`config.mk`:
```
export PLATFORM = sky130hd
export DESIGN_NAME = instr_load_mem
export DESIGN_NICKNAME = d
export VERILOG_FILES = /design/src/rtl/instr_mem_pkg.sv /design/src/rtl/instr_ram.sv /design/src/rtl/instr_load_mem.sv
export SDC_FILE = /design/constraint.sdc
export NUM_CORES = 2
export LEC_CHECK = 0
export ABC_AREA = 1
export ABC_CLOCK_PERIOD_IN_PS = 3700
export CAP_MARGIN = 0
export CORE_MARGIN = 4
export CORE_UTILIZATION = 27
export CTS_CLUSTER_DIAMETER = 80
export DETAILED_ROUTE_END_ITERATION = 10
export PLACE_DENSITY = 0.46
export SLEW_MARGIN = 20
export SYNTH_ARGS = -nofsm -noshare
export SYNTH_HDL_FRONTEND = slang
export SYNTH_SLANG_ARGS = --single-unit
```
`constraint.sdc`:
```
create_clock -name clk -period 3.7 [get_ports clk]
set_input_delay 1.11 -clock clk [delete_from_list [all_inputs] [get_ports clk]]
set_output_delay 1.11 -clock clk [all_outputs]
set_load 0.01 [all_outputs]
```
`src/rtl/instr_mem_pkg.sv`:
```
// Shared constants and types for the instruction store.
// Imported by the RAM and the load/fetch wrapper.
package instr_mem_pkg;

    localparam logic [31:0] NOP_WORD = 32'h0000_0000;

    // MIPS instructions are word aligned: byte PC >> 2 gives the word index.
    localparam int unsigned WORD_SHIFT = 2;

    localparam int unsigned IDX_MAX_W = 32;

    typedef logic [IDX_MAX_W-1:0] word_idx_t;

endpackage

```
`src/rtl/instr_ram.sv`:
```
// Plain DEPTH x DATA_W storage: one synchronous write port and one
// synchronous read port with read enable. No reset on the array.
module instr_ram
    import instr_mem_pkg::*;
#(
    parameter  int unsigned DATA_W = 32,
    parameter  int unsigned DEPTH  = 64,
    localparam int unsigned ADDR_W = $clog2(DEPTH)
) (
    input  logic              clk,
    input  logic              we_i,
    input  logic [ADDR_W-1:0] waddr_i,
    input  logic [DATA_W-1:0] wdata_i,
    input  logic              re_i,
    input  logic [ADDR_W-1:0] raddr_i,
    output logic [DATA_W-1:0] rdata_o
);

    logic [DATA_W-1:0] mem_q [DEPTH];
    logic [DATA_W-1:0] rdata_q;

    always_ff @(posedge clk) begin
        if (we_i) begin
            mem_q[waddr_i] <= wdata_i;
        end
        if (re_i) begin
            rdata_q <= mem_q[raddr_i];
        end
    end

    assign rdata_o = rdata_q;

endmodule

```
`src/rtl/instr_load_mem.sv`:
```
// Instruction store: serial load sessions plus registered PC fetch,
// with load count, overflow, past-end and misalignment flags.
module instr_load_mem
    import instr_mem_pkg::*;
#(
    parameter  int unsigned       DATA_W   = 32,
    parameter  int unsigned       DEPTH    = 64,
    parameter  int unsigned       PC_W     = 32,
    parameter  logic [DATA_W-1:0] NOP_WORD = DATA_W'(instr_mem_pkg::NOP_WORD),
    localparam int unsigned       ADDR_W   = $clog2(DEPTH)
) (
    input  logic              clk,
    input  logic              Reset_n,
    input  logic              LoadInstructions,
    input  logic [DATA_W-1:0] Instruction,
    input  logic              prog_clear,
    input  logic              fetch_en,
    input  logic [PC_W-1:0]   pc,
    output logic [DATA_W-1:0] instr_out,
    output logic              instr_valid,
    output logic              past_end,
    output logic              misaligned,
    output logic [ADDR_W:0]   load_count,
    output logic              load_overflow
);

    localparam logic [ADDR_W:0] DEPTH_C = (ADDR_W+1)'(DEPTH);

    logic              load_prev_q;
    logic [ADDR_W:0]   count_q, count_d;
    logic              ovf_q, ovf_d;
    logic              valid_q, past_q, mis_q;
    logic              we;
    logic [ADDR_W-1:0] waddr;
    logic [DATA_W-1:0] rdata;

    logic              start;
    logic [ADDR_W-1:0] idx;
    logic              hi;
    logic              mis_c, past_c, ok_c;

    assign start = LoadInstructions & ~load_prev_q;

    always_comb begin
        count_d = count_q;
        ovf_d   = ovf_q;
        we      = 1'b0;
        waddr   = '0;
        if (prog_clear) begin
            count_d = '0;
            ovf_d   = 1'b0;
        end else if (start) begin
            we      = 1'b1;
            count_d = (ADDR_W+1)'(1);
            ovf_d   = 1'b0;
        end else if (LoadInstructions) begin
            if (count_q < DEPTH_C) begin
                we      = 1'b1;
                waddr   = count_q[ADDR_W-1:0];
                count_d = count_q + 1'b1;
            end else begin
                ovf_d = 1'b1;
            end
        end
    end

    assign idx    = pc[ADDR_W+WORD_SHIFT-1:WORD_SHIFT];
    assign hi     = (pc >> (ADDR_W + WORD_SHIFT)) != '0;
    assign mis_c  = pc[WORD_SHIFT-1:0] != '0;
    assign past_c = hi | (word_idx_t'(idx) >= word_idx_t'(count_q));
    assign ok_c   = ~mis_c & ~past_c & ~LoadInstructions;

    // The array and the count survive reset so a loaded program can run
    // after a CPU reset; a write in a reset cycle still lands.
    always_ff @(posedge clk) begin
        count_q <= count_d;
        if (!Reset_n) begin
            load_prev_q <= 1'b0;
            ovf_q       <= 1'b0;
            valid_q     <= 1'b0;
            past_q      <= 1'b0;
            mis_q       <= 1'b0;
        end else begin
            load_prev_q <= LoadInstructions;
            ovf_q       <= ovf_d;
            if (fetch_en) begin
                valid_q <= ok_c;
                past_q  <= past_c;
                mis_q   <= mis_c;
            end
        end
    end

    instr_ram #(
        .DATA_W (DATA_W),
        .DEPTH  (DEPTH)
    ) u_ram (
        .clk     (clk),
        .we_i    (we),
        .waddr_i (waddr),
        .wdata_i (Instruction),
        .re_i    (fetch_en),
        .raddr_i (idx),
        .rdata_o (rdata)
    );

    // RAM data is held with the read enable, so gating by valid gives NOP
    // for every rejected fetch and after reset.
    assign instr_out     = valid_q ? rdata : NOP_WORD;
    assign instr_valid   = valid_q;
    assign past_end      = past_q;
    assign misaligned    = mis_q;
    assign load_count    = count_q;
    assign load_overflow = ovf_q;

endmodule

```
# Yosys cells after proc, flatten, opt, wreduce, memory -nomap -nowiden
# Memories as Yosys holds them, arrays and structs flattened. A register that Yosys moved wholly into a read port is not among the register bits.
# Index checks and enable logic that the tools add are counted.
[word_totals]
register_bits = 12
mem_bits_rw = 2048
input_bits = 69
out_inout_bits = 43
wordCells = 44
mem_count = 1
[memory_table]
columns = ["memory", "depth", "word_bits", "rd", "rd_clocked_by_memory_dff", "write_ports", "line", "text"]
rows = [
  ["u_ram.mem_q", 64, 32, 1, 1, 1, "instr_ram.sv:19", "logic [DATA_W-1:0] mem_q [DEPTH];"],
]
[op_classes]
n_addsub = 1
n_lt_le_gt_ge = 2
muxes = 14
n_bitwise = 10
n_reduce_logical = 9
[ops]
columns = ["operator", "count"]
rows = [
  ["$mux 32", 1],
  ["$reduce_bool 32->1", 1],
  ["$mux 6", 4],
  ["$mux 1", 9],
  ["$add 7x1->7 const B", 1],
  ["$ge 6x7->1", 1],
  ["$lt 7x7->1 const B", 1],
  ["$not 1->1", 6],
  ["$reduce_and 2->1", 3],
  ["$reduce_bool 2->1", 3],
  ["$and 1x1->1", 3],
  ["$reduce_or 3->1", 1],
  ["$reduce_or 2->1", 1],
  ["$or 1x1->1", 1],
]

# Depth between registers and ports, before layout
[depth]
depth_word = 7
ltp_mapped = 13
depth_no_buf = 9

# Cells and area by module
# A second synthesis with hierarchy kept.
[hier_totals]
hier_cells = 6958
hier_area_um2 = 84128.2
[modules_own_cells]
columns = ["mod", "instances", "cells_each", "area_per_inst_um2", "seq_area_each_um2"]
rows = [
  ["instr_ram", 1, 6769, 83058.4, 62459.9],
  ["instr_load_mem", 1, 189, 1069.8, 240.2],
]

# Worst setup path before layout
# No wires, ideal clock.
[synth_path]
path_kind = "in2reg"
startpoint = "input port LoadInstructions"
endpoint = "memory u_ram.mem_q[42][0] (enable)"
setup_time_ns = 0.421
arrival_time_ns = 3.267
required_time_ns = 3.279
setup_slack_ns = 0.011
path_stages = 6
path_buffers = 0
cell_sequence = "nand2_4 -> clkinv_2 -> nand2_4 -> nor3_4 -> nand3_4 -> nor2_1"
[synth_via]
elab_chain_cells = 5
elab_cells_between_ends = 9
cone_classes = "mux (8); bitwise (1)"
[synth_lines]
columns = ["item", "line", "text"]
rows = [
  ["start, declared", "instr_load_mem.sv:14", "input logic LoadInstructions,"],
  ["$mux 1 / $and 1x1->1 (equally long branches)", "instr_load_mem.sv:56, instr_load_mem.sv:42", ""],
  ["$mux 1", "instr_load_mem.sv:52", "end else if (start) begin"],
  ["$mux 1", "instr_load_mem.sv:49", "if (prog_clear) begin"],
  ["$mux 1", "instr_ram.sv:23", "if (we_i) begin"],
  ["$mux 1 (not written as such)", "instr_ram.sv:24", "mem_q[waddr_i] <= wdata_i;"],
  ["end, declared", "instr_ram.sv:19", ""],
]
# Several ways; a longest one is shown, not always the timed one.

# Worst setup path in the final report
[layout_path]
startpoint = "register valid_q (netlist: instr_valid)"
endpoint = "output port instr_out[22]"
[layout_via]
elab_chain_cells = 1
[layout_lines]
columns = ["item", "line", "text"]
rows = [
  ["start, declared", "instr_load_mem.sv:32", "logic valid_q, past_q, mis_q;"],
  ["start signal, assigned", "instr_load_mem.sv:87", "valid_q <= ok_c;"],
  ["$mux 32", "instr_load_mem.sv:109", "assign instr_out = valid_q ? rdata : NOP_WORD;"],
  ["end, declared", "instr_load_mem.sv:19", "output logic [DATA_W-1:0] instr_out,"],
]
# No other way between the ends.

==> results_dict.tcl <==
set metrics [dict create \
    status "complete, no violations" \
    drc_errors 0 \
    cp_top_family "buffers and inverters" \
    yosysWarnings 0 \
    swShare_pct 23.25 \
    cts_tree "done" \
    timing.fmax_mhz 275.6 \
    combPwrFrac_pct 6.7 \
    ys_seq_area_share_pct 74.50 \
    path_cells "buf_12 -> buf_4 -> buf_12 -> nand2_1 -> inv_1 -> clkdlybuf4s50_1" \
    crit_path_end_kind "output port" \
    die_x_um 566.3 \
    timing.slew.headroom_pct 27.48 \
    grt_first_pass_wirelength_um 398600 \
    worstSetupStartpointType "flop" \
    finalCoreUtilization_pct 32.65 \
    synth_area_um2 84160 \
    power_density_nw_per_um2 508.7 \
    cts_buffers 225 \
    grt_max_degree 117 \
    dr_total_vias 55670 \
    critPathKind "flop to output port" \
    drt-total-wl_um 280200 \
    power.leakage_nw 35.23 \
    synth_top_area_cell "edfxtp_1" \
    coreArea_um2 309600 \
    syn_inst 6935 \
    final_area_um2 101100 \
    ant_nets 0 \
    drive_gt1_share_pct 11.30 \
    worstPathArrival_ns 2.52 \
    htreeDepth 4 \
    fin_nets 7299 \
    drt_iter0_markers 5969 \
    crit_path_frequent_cell "buf_12" \
    required_ns 2.59 \
    ir_drop_v 0.0004629 \
    syn_to_final_growth_pct 20.13 \
    worstMarginPinSlew_ns 1.088 \
    clockPowerShare_pct 42.4 \
    first_global_vias 53770 \
    switchingPower_mw 11.96 \
    routedWlPerCell_um 24.26 \
    rsz0062_at_grt "false" \
    holdBufCountCts 0 \
    io_buffers 111 \
    clockBufferDepth 3 \
    cts-root-buf "clkbuf_16" \
    synth_cell_types 33 \
    initial_core_util_pct 27.18 \
    slowest_delay_ns 0.54 \
    maxCapViolations 0 \
    cts_sinks 2092 \
    synth_top_area_share_pct 74.22 \
    min_period_ns 3.628 \
    die-area_um2 320700 \
    grt_antenna_before_repair 31 \
    setup_violations 0 \
    hold_viol 0 \
    cp_slowest_cell "clkdlybuf4s50_1" \
    fin_crit_sh_pct 98.07 \
    dpl.hpwl_um 171800 \
    avgSynthCellArea_um2 12.14 \
    clk_pin_slew_ns 0.06 \
    fillers 30630 \
    fin_worst_skew_ns 0.03863 \
    gp_congestion 0.8476 \
    placed_cell_area_um2 93950 \
    crit_fanout 16 \
    reg2reg_slack_ns 1.19 \
    grtUsageTotal_pct 16.96 \
    ys_ff_latch 2092 \
    firstDrtPassIters 6 \
    timing.hold.ws_ns 0.5309 \
    p_seq_share_pct 50.9 \
    drv_slew 0 \
    grt-ovfl-total 0 \
    postSynthNetCount 7011 \
    num_rows 204 \
    cp.buffers_inverters 5 \
    fp.dieH_um 566.3 \
    ios 112 \
    clock_latency_ns 0.87 \
    avgViaCountPerCell 4.821 \
    intPower_mw 39.48 \
    min_path_type "flop to flop" \
    yosys-top-cells-area "edfxtp_1, nand3_1, nand2_1" \
]
-- cell families (layout without fill, tap and decap cells) --
family / after synthesis / in the layout / synth area share (%)
flops: 2092 / 2092 / 74.50
buf+inv: 506 / 984 / 2.978
fa+ha+maj: 7 / 7 / 0.1041
simple gates: 4312 / 4312 / 22.30
other cells: 0 / 14 / 0
compound gates: 18 / 18 / 0.1189
-- registers in the layout, indices dropped and copies added, names as in the netlist --
name / count
u_ram.mem_q: 2048
u_ram.rdata_o: 32
load_count: 7
instr_valid: 1
load_overflow: 1
load_prev_q: 1
misaligned: 1
past_end: 1
-- cell usage in the layout, fill, tap and decap left out, drive strengths merged, types with 7 or more instances in the layout --
master and count:
diode 14, clkinv 122, nor2 90, bufinv 17
edfxtp 2080, ha 7, a21oi 8, nor3 9
nand2 2281, clkbuf 275, nand3 1924, dfxtp 12
inv 60, buf 438, clkdlybuf4s50 70
-- worst min-delay path, stage by stage (launching register included) --
cell and delay [ns]:
dfxtp_1 0.31, a21oi_1 0.11, nor3_1 0.06
-- path summary, 6_finish.rpt --
| kind | cells past startpoint | end | start |
|---|---|---|---|
| max | 6 | instr_out[22] | instr_valid |
| min | 2 | load_overflow | load_overflow |
| max reg2reg | 6 | u_ram.mem_q[60][27] | load_count[5] |
| min reg2reg | 2 | load_overflow | load_overflow |
-- repair_timing --
item,in CTS,in global routing
setup buffers,5,0
endpoints found under the setup margin,33,2
gates resized for setup,2,2
gates cloned,0,0
-- power groups by stage --
| stage | logic (mW) | clock network (mW) | registers (mW) |
|---|---|---|---|
| 3_5_place_dp | 3.47 | 0 | 26.7 |
| 6_report | 3.45 | 21.8 | 26.2 |
| 3_3_place_gp | 3.46 | 0 | 26.7 |
| 2_1_floorplan | 1.57 | 0 | 26.7 |
| 5_1_grt | 3.72 | 23.2 | 26.2 |
| 4_1_cts | 3.48 | 22.2 | 26.2 |
-- per-stage QoR --
stage | total power [mW] | instances | setup TNS, ns | setup WS, ns
after floorplan | 28.23 | 6935 | 0 | 0.01148
after global placement | 30.15 | 11110 | -41.29 | -0.1357
after detailed placement | 30.17 | 11110 | -2.720 | -0.09933
after CTS | 51.90 | 11530 | 0 | 0.00005396
after global routing | 53.14 | 11530 | 0 | 0.003006
final | 51.43 | 11550 | 0 | 0.07150
-- cells in the mapped netlist --
cell type  instances
nand2_1         2276
edfxtp_1        2080
nand3_1         1918
buf_2            261
clkbuf_1          98
nor2_1            87
inv_1             49
buf_4             38
buf_1             35
buf_6             16
dfxtp_1           12
a21oi_1            8
ha_1               7
inv_2              5
nand4_1            5
nor3_1             5
o21ai_0            5
nand3_4            4
nand2_4            3
nor2_4             3
nor3_2             3
a211oi_1           2
a31oi_1            2
nand2_2            2
nand3_2            2
nand3b_1           2
buf_8              1
clkinv_1           1
clkinv_2           1
inv_6              1
nor3_4             1
nor4_1             1
o21a_1             1
-- layer usage --
layer	part of all wire, %	global-route usage (%)	wire length [um]
met2	46	26.57	127600
met4	2.8	4.845	7783
met3	6.9	2.578	19430
met5	0.010	0	29
met1	45	24.37	125400
-- layout make-up --
| class | instances | area [um2] | share of cell area, % |
|---|---|---|---|
| Antenna cell | 14 | 35.03 | 0.03465 |
| Clock buffer | 275 | 5882 | 5.818 |
| Inverter | 57 | 262.8 | 0.2599 |
| Sequential cell | 2092 | 62700 | 62.02 |
| Timing Repair Buffer | 510 | 6454 | 6.383 |
| Tap cell | 4120 | 5155 | 5.099 |
| Multi-Input combinational cell | 4337 | 19430 | 19.22 |
| Clock inverter | 142 | 1175 | 1.162 |
No activity file was read; power rests on OpenSTA's default activity.
